`config.mk`:
```
export PLATFORM = sky130hd
export DESIGN_NAME = i2s_slave_rx
export DESIGN_NICKNAME = d
export VERILOG_FILES = /design/src/rtl/i2s_slave_rx.sv
export SDC_FILE = /design/constraint.sdc
export NUM_CORES = 1
export LEC_CHECK = 0
export BUFFER_PORTS_ARGS = -buffer_cell sky130_fd_sc_hd__buf_2
export CORE_MARGIN = 8
export CORE_UTILIZATION = 60
export CTS_BUF_LIST = sky130_fd_sc_hd__clkbuf_4 sky130_fd_sc_hd__clkbuf_8 sky130_fd_sc_hd__clkbuf_16
export CTS_CLUSTER_SIZE = 10
export DETAILED_ROUTE_END_ITERATION = 6
export GPL_ROUTABILITY_DRIVEN = 0
export PLACE_DENSITY = 0.83
export SYNTH_ARGS = -nofsm -noshare
export SYNTH_HDL_FRONTEND = slang
export SYNTH_SLANG_ARGS = --single-unit
```
`constraint.sdc`:
```
create_clock -name clk_i -period 5.94 [get_ports clk_i]
set_input_delay 0.297 -clock clk_i [delete_from_list [all_inputs] [get_ports clk_i]]
set_output_delay 0.297 -clock clk_i [all_outputs]
set_load 0.01 [all_outputs]
```
`src/rtl/i2s_slave_rx.sv`:
```
// I2S slave receiver: de-serialises MSB-first channel words (1-SCK WS delay) into a FWFT FIFO.
// Define I2S_RX_SYNC_EN to put a 2-flop synchroniser ahead of the pin capture flops.
module i2s_slave_rx #(
  parameter int DATA_WIDTH = 32,
  parameter int FIFO_DEPTH = 8
) (
  input  logic                          clk_i,
  input  logic                          rst_i,
  input  logic                          en_i,
  input  logic [1:0]                    dat_len_i,
  input  logic                          i2s_sck_i,
  input  logic                          i2s_ws_i,
  input  logic                          i2s_sd_i,
  output logic [DATA_WIDTH-1:0]         rx_data_o,
  output logic                          rx_chan_o,
  output logic                          rx_valid_o,
  input  logic                          rx_ready_i,
  output logic [$clog2(FIFO_DEPTH):0]   fifo_cnt_o,
  output logic                          ovf_o,
  input  logic                          clr_ovf_i
);

  localparam int AW   = $clog2(FIFO_DEPTH);
  localparam int CNTW = AW + 1;
  localparam int EW   = DATA_WIDTH + 1;
  localparam logic [CNTW-1:0] FULL_CNT = CNTW'(FIFO_DEPTH);

  typedef enum logic [1:0] {
    IDLE = 2'd0,
    SYNC = 2'd1,
    RECV = 2'd2
  } state_e;

  state_e state_q, state_d;

  logic [2:0] pin_q, pin_d;
  logic       sck_s, ws_s, sd_s;
  logic       sck_dly_q, sck_dly_d;
  logic       ws_d_q, ws_d_d;
  logic       sck_rise, boundary;

  logic [DATA_WIDTH-1:0] sr_q, sr_d, sr_n, word;
  logic [5:0]            bit_cnt_q, bit_cnt_d, cnt_n;
  logic [5:0]            cur_len_q, cur_len_d, new_len;
  logic [2:0]            len_units;
  logic                  take, push;

  logic [EW-1:0]   mem_q [FIFO_DEPTH];
  logic [EW-1:0]   mem_d [FIFO_DEPTH];
  logic [AW-1:0]   wr_q, wr_d, rd_q, rd_d;
  logic [CNTW-1:0] cnt_q, cnt_d;
  logic            ovf_q, ovf_d;
  logic            full, not_empty, pop, push_ok;

`ifdef I2S_RX_SYNC_EN
  logic [2:0] meta1_q, meta1_d, meta2_q, meta2_d;

  always_comb begin
    meta1_d = {i2s_sck_i, i2s_ws_i, i2s_sd_i};
    meta2_d = meta1_q;
    pin_d   = meta2_q;
  end

  always_ff @(posedge clk_i) begin
    if (rst_i) begin
      meta1_q <= '0;
      meta2_q <= '0;
    end else begin
      meta1_q <= meta1_d;
      meta2_q <= meta2_d;
    end
  end
`else
  always_comb begin
    pin_d = {i2s_sck_i, i2s_ws_i, i2s_sd_i};
  end
`endif

  always_comb begin
    {sck_s, ws_s, sd_s} = pin_q;
    sck_dly_d = sck_s;
    sck_rise  = sck_s & ~sck_dly_q;
    boundary  = sck_rise & (ws_s != ws_d_q);
    len_units = {1'b0, dat_len_i} + 3'd1;
    new_len   = {len_units, 3'b000};
  end

  always_ff @(posedge clk_i) begin
    if (rst_i) state_q <= IDLE;
    else       state_q <= state_d;
  end

  always_comb begin
    state_d = state_q;
    case (state_q)
      IDLE:    if (en_i) state_d = SYNC;
      SYNC:    if (!en_i) state_d = IDLE;
               else if (boundary) state_d = RECV;
      RECV:    if (!en_i) state_d = IDLE;
      default: state_d = IDLE;
    endcase
  end

  // The boundary edge still carries the LSB of the ending slot, so it is shifted
  // in before the word is justified and pushed.
  always_comb begin
    ws_d_d    = sck_rise ? ws_s : ws_d_q;
    sr_d      = sr_q;
    bit_cnt_d = bit_cnt_q;
    cur_len_d = cur_len_q;
    push      = 1'b0;
    take      = bit_cnt_q < cur_len_q;
    sr_n      = take ? {sr_q[DATA_WIDTH-2:0], sd_s} : sr_q;
    cnt_n     = take ? bit_cnt_q + 6'd1 : bit_cnt_q;
    word      = sr_n << (cur_len_q - cnt_n);
    if (state_q == SYNC && en_i && boundary) begin
      sr_d      = '0;
      bit_cnt_d = '0;
      cur_len_d = new_len;
    end else if (state_q == RECV && en_i && sck_rise) begin
      if (boundary) begin
        push      = 1'b1;
        sr_d      = '0;
        bit_cnt_d = '0;
        cur_len_d = new_len;
      end else begin
        sr_d      = sr_n;
        bit_cnt_d = cnt_n;
      end
    end
  end

  always_comb begin
    full      = (cnt_q == FULL_CNT);
    not_empty = (cnt_q != '0);
    pop       = not_empty & rx_ready_i;
    push_ok   = push & (~full | pop);
    mem_d     = mem_q;
    if (push_ok) mem_d[wr_q] = {ws_d_q, word};
    wr_d = push_ok ? wr_q + AW'(1) : wr_q;
    rd_d = pop ? rd_q + AW'(1) : rd_q;
    case ({push_ok, pop})
      2'b10:   cnt_d = cnt_q + CNTW'(1);
      2'b01:   cnt_d = cnt_q - CNTW'(1);
      default: cnt_d = cnt_q;
    endcase
    if (push & ~push_ok) ovf_d = 1'b1;
    else if (clr_ovf_i)  ovf_d = 1'b0;
    else                 ovf_d = ovf_q;
  end

  always_ff @(posedge clk_i) begin
    if (rst_i) begin
      pin_q     <= '0;
      sck_dly_q <= 1'b0;
      ws_d_q    <= 1'b0;
      sr_q      <= '0;
      bit_cnt_q <= '0;
      cur_len_q <= '0;
      mem_q     <= '{default: '0};
      wr_q      <= '0;
      rd_q      <= '0;
      cnt_q     <= '0;
      ovf_q     <= 1'b0;
    end else begin
      pin_q     <= pin_d;
      sck_dly_q <= sck_dly_d;
      ws_d_q    <= ws_d_d;
      sr_q      <= sr_d;
      bit_cnt_q <= bit_cnt_d;
      cur_len_q <= cur_len_d;
      mem_q     <= mem_d;
      wr_q      <= wr_d;
      rd_q      <= rd_d;
      cnt_q     <= cnt_d;
      ovf_q     <= ovf_d;
    end
  end

  always_comb begin
    rx_valid_o = not_empty;
    rx_data_o  = not_empty ? mem_q[rd_q][DATA_WIDTH-1:0] : '0;
    rx_chan_o  = not_empty & mem_q[rd_q][DATA_WIDTH];
    fifo_cnt_o = cnt_q;
    ovf_o      = ovf_q;
  end

endmodule

```
==> qor.txt <==
========================================================================================
Outcome                                                                     finished clean
Flop pwr share                                                                     0.500
Mapped Nets                                                                         1878
Area of the core                                                               27000 µm²
Reg-to-Reg End                                                                 mem_q[54]
Post-route total power                                                           4.34 mW
Clock latency of the later-clocked register in the worst-skew pair               0.53 ns
Number of cells on the worst reg-to-reg path                                          15
Number of top-level pins                                                              49
Leak                                                                             5.98 nW
Die width                                                                         181 µm
Max-slew violations                                                                    0
Async S/R FF share, synth                                                              0
Area of the die                                                                32900 µm²
Transition time at the pin with the least slew margin                            1.22 ns
Worst slew margin                                                                  0.184
HP Start                                                                            en_i
Most used cell along the critical path                                              ha_1
Cell at the root of the clock tree                                             clkbuf_16
Total half-perimeter wirelength after legalization and detailed placement        28.2 mm
Switching pwr                                                                   0.915 mW
Initial DRT Pass Iterations                                                            7
Via count of the first global-routing pass                                         13600
Remaining routing DRC violations                                                       0
TritonCTS clock tree                                                                 yes
Category of the worst setup path capture point                                 flip-flop
Via density per instance                                                            6.57
RSZ-0062 raised after global routing                                               false
Global Route Usage Sum                                                             0.264
Most used cells in the layout excluding fill and tap cells                  319 x dfxtp_1, 281 x nand2_1, 233 x nor2_1, 143 x a21oi_1, 75 x a211oi_1
Netlist cell types                                                                    84
Net count reported at finish                                                        1844
Clk slew on worst S/H paths                                                      0.05 ns
Reg-to-reg critical path startpoint                                         cur_len_q[5]
Pwr Density                                                                   244 nW/µm²
Vert. Die Dim                                                                     181 µm
Buffers inserted by post-CTS timing repair                                             0
Count of instances resized after the clock tree is built                               0
Dominant synthesized flop cell                                                   dfxtp_1
Clock share of power                                                               0.478
Post-Synthesis Cells                                                                1857
Worst EP arrival                                                                 5.14 ns
Initial Utilization                                                                0.609
Largest incremental delay on the critical path                                   0.73 ns
Final routed wire length divided by cell count                                   20.7 µm
Hold Path End                                                                 state_q[0]
P&R area growth vs syn                                                             8.57%
Skew final                                                                     0.0198 ns
# diodes                                                                               0
Sequential element share of the synthesized area                                   0.394
Worst path cell trace                                                       inv_1 -> ha_1 -> nand2_1 -> o21ai_4 -> or2_2 -> xor2_1 -> ha_1 -> nand3_1 -> mux2i_4 -> o211ai_4 -> mux4_2 -> nor2_1 -> a21oi_2 -> a31oi_2 -> o21ai_0
Reg2Reg Setup Slack                                                              1.17 ns
Final count of hold timing violations                                                  0
Drt first-iter violations                                                           1893
Fmax achieved                                                                    210 MHz
Total overflow reported by the global router                                           0
Number of sinks driven by the clock tree                                             323
Maximum count of clock buffers along a single path                                     3
H-Tree Depth                                                                           2
Required time of the critical path                                               6.31 ns
Maximum Capacitance Violations                                                         0
Number of flops mapped to enable cells by yosys                                        0
Most frequent standard cell in the layout excluding fill and tap cells           dfxtp_1
Instance count after placement with tap cells included                              2120
Crit Path Class                                                             flip-flop to flip-flop
Worst-path fanout max                                                                 26
Final setup violating endpoints                                                        0
Number of rows created at floorplan                                                   60
Flops & latches, synth                                                               323
Wirelength, routed                                                               45.0 mm
Final critical path time including I/O delays and setup                          4.77 ns
Number of buffer and inverter instances along the worst setup path                     1
Worst min-delay path class                                                  primary input to flip-flop
VDD IR max                                                                      0.226 mV
Final worst path period share                                                      0.803
Internal Power                                                                   3.43 mW
Final sum of negative setup slack                                                   0 ns
Antenna Nets Post-Route                                                                0
Synthesized area                                                               16400 µm²
Slowest cell on crit path                                                       o211ai_4
Portion of total power attributed to combinational logic                           0.022
Proportion of layout cells with a drive suffix above 1                             0.153
Total number of vias                                                               14300
Worst hold path depth                                                                  2
Per-instance average area after synthesis                                       8.84 µm²
PortBufs                                                                              48
Maximum number of pins on one net before global-route repair                         261
Synthesis warning total                                                                0
Switching Share                                                                    0.211
Count of placed standard cells in the final layout, fillers left out                2169
Kind of cell adding the most delay to the critical path                     compound AO/OA/AOI/OAI gates
Type of origin of the critical path                                            flip-flop
First-pass GRT wire length                                                       71.9 mm
Number of antenna violations at the first check in global routing                      0
Number of clock buffers inserted by TritonCTS                                         38
========================================================================================
## registers in the layout (all words and copies together) (netlist names)
| register | count |
|---|---|
| state_q | 2 |
| ovf_o | 1 |
| mem_q | 264 |
| pin_q | 3 |
| ws_d_q | 1 |
| rd_q | 3 |
| wr_q | 3 |
| bit_cnt_q | 6 |
| fifo_cnt_o | 4 |
| cur_len_q | 3 |
| sck_dly_q | 1 |
| sr_q | 32 |
## how the worst max path moves through the flow
stage | startpoint | end | depth (start not counted)
floorplan | cur_len_q[5] | mem_q[194] | 18
global placement | cur_len_q[5] | mem_q[252] | 15
detailed placement | cur_len_q[5] | mem_q[54] | 15
CTS | cur_len_q[5] | mem_q[54] | 15
global route | cur_len_q[5] | mem_q[202] | 15
finish | cur_len_q[5] | mem_q[54] | 15
## timing repair
item | in CTS | in global routing
hold buffers | 4 | 0
endpoints found under the hold margin | 4 | 0
setup endpoints to repair | 0 | 0
## cell families after synthesis
kind of cell	after synthesis	synth area share
buffers and inverters	167	0.0438
adders and majority gates	11	0.00838
muxes	142	0.144
AOI/OAI and AO/OA	469	0.199
xor gates and xnor gates	15	0.00892
DFF	323	0.394
and+or+nand+nor	730	0.203
## cells in the mapped netlist, drive strengths merged, types with 10 or more instances
| library cell | n | share of area |
|---|---|---|
| mux2i | 61 | 0.038 |
| xor2 | 10 | 0.0058 |
| nor2b | 25 | 0.0095 |
| nand3b | 42 | 0.019 |
| a221o | 11 | 0.0067 |
| buf | 44 | 0.016 |
| a22oi | 57 | 0.026 |
| clkbuf | 114 | 0.026 |
| mux4 | 73 | 0.10 |
| or3 | 10 | 0.0038 |
| nand3 | 57 | 0.019 |
| nor2 | 246 | 0.057 |
| o211ai | 24 | 0.012 |
| a21o | 14 | 0.0064 |
| a211oi | 85 | 0.042 |
| nand2 | 281 | 0.064 |
| nand2b | 16 | 0.0061 |
| ha | 11 | 0.0084 |
| a21oi | 148 | 0.047 |
| o21ai | 80 | 0.026 |
| nor3 | 20 | 0.0091 |
| dfxtp | 323 | 0.39 |
## worst register-to-register path, stage by stage (launching register included)
cell and delay, ns:
dfxtp_1 0.36, inv_1 0.06, ha_1 0.34, nand2_1 0.49, o21ai_4 0.07, or2_2 0.33, xor2_1 0.16, ha_1 0.40
nand3_1 0.15, mux2i_4 0.13, o211ai_4 0.73, mux4_2 0.61, nor2_1 0.14, a21oi_2 0.06, a31oi_2 0.40, o21ai_0 0.19
## power by group through the flow
stage | logic [mW] | registers, mW | clock network, mW
final | 0.0965 | 2.17 | 2.08
after detailed placement | 0.0916 | 2.22 | 0
after global placement | 0.0907 | 2.22 | 0
after floorplan | 0.0741 | 2.22 | 0
after global routing | 0.102 | 2.17 | 2.18
after CTS | 0.0939 | 2.17 | 2.10
## layer usage
| metal | up-vias | routed length [µm] | GRT usage |
|---|---|---|---|
| met4 | 0 | 1630 | 0.0997 |
| met2 | 759 | 21100 | 0.432 |
| met3 | 133 | 4140 | 0.0491 |
| met5 | - | 0 | 0 |
| met1 | 6783 | 18100 | 0.343 |
| li1 | 6585 | - | - |
## stage by stage
| step | setup WS (ns) | hold WS, ns | area [µm²] | utilization |
|---|---|---|---|---|
| after floorplan | 1.78 | 0.393 | 16400 | - |
| after global placement | 1.45 | 0.436 | 16700 | 0.621 |
| after detailed placement | 1.28 | 0.444 | 16700 | 0.621 |
| after CTS | 1.28 | 0.0694 | 17800 | 0.662 |
| after global routing | 0.905 | 0.0742 | 17800 | 0.662 |
| final | 1.17 | 0.0786 | 17800 | 0.662 |
## layout make-up
| type | instances | area, µm² |
|---|---|---|
| inverter | 9 | 33.8 |
| timing repair buffer | 84 | 542 |
| sequential | 323 | 6480 |
| fill | 2102 | 9120 |
| clock inverter | 3 | 58.8 |
| multi-input combinational | 1367 | 9290 |
| clock buffer | 42 | 1000 |
| tap | 341 | 427 |
Power figures use the tool's default switching activity.
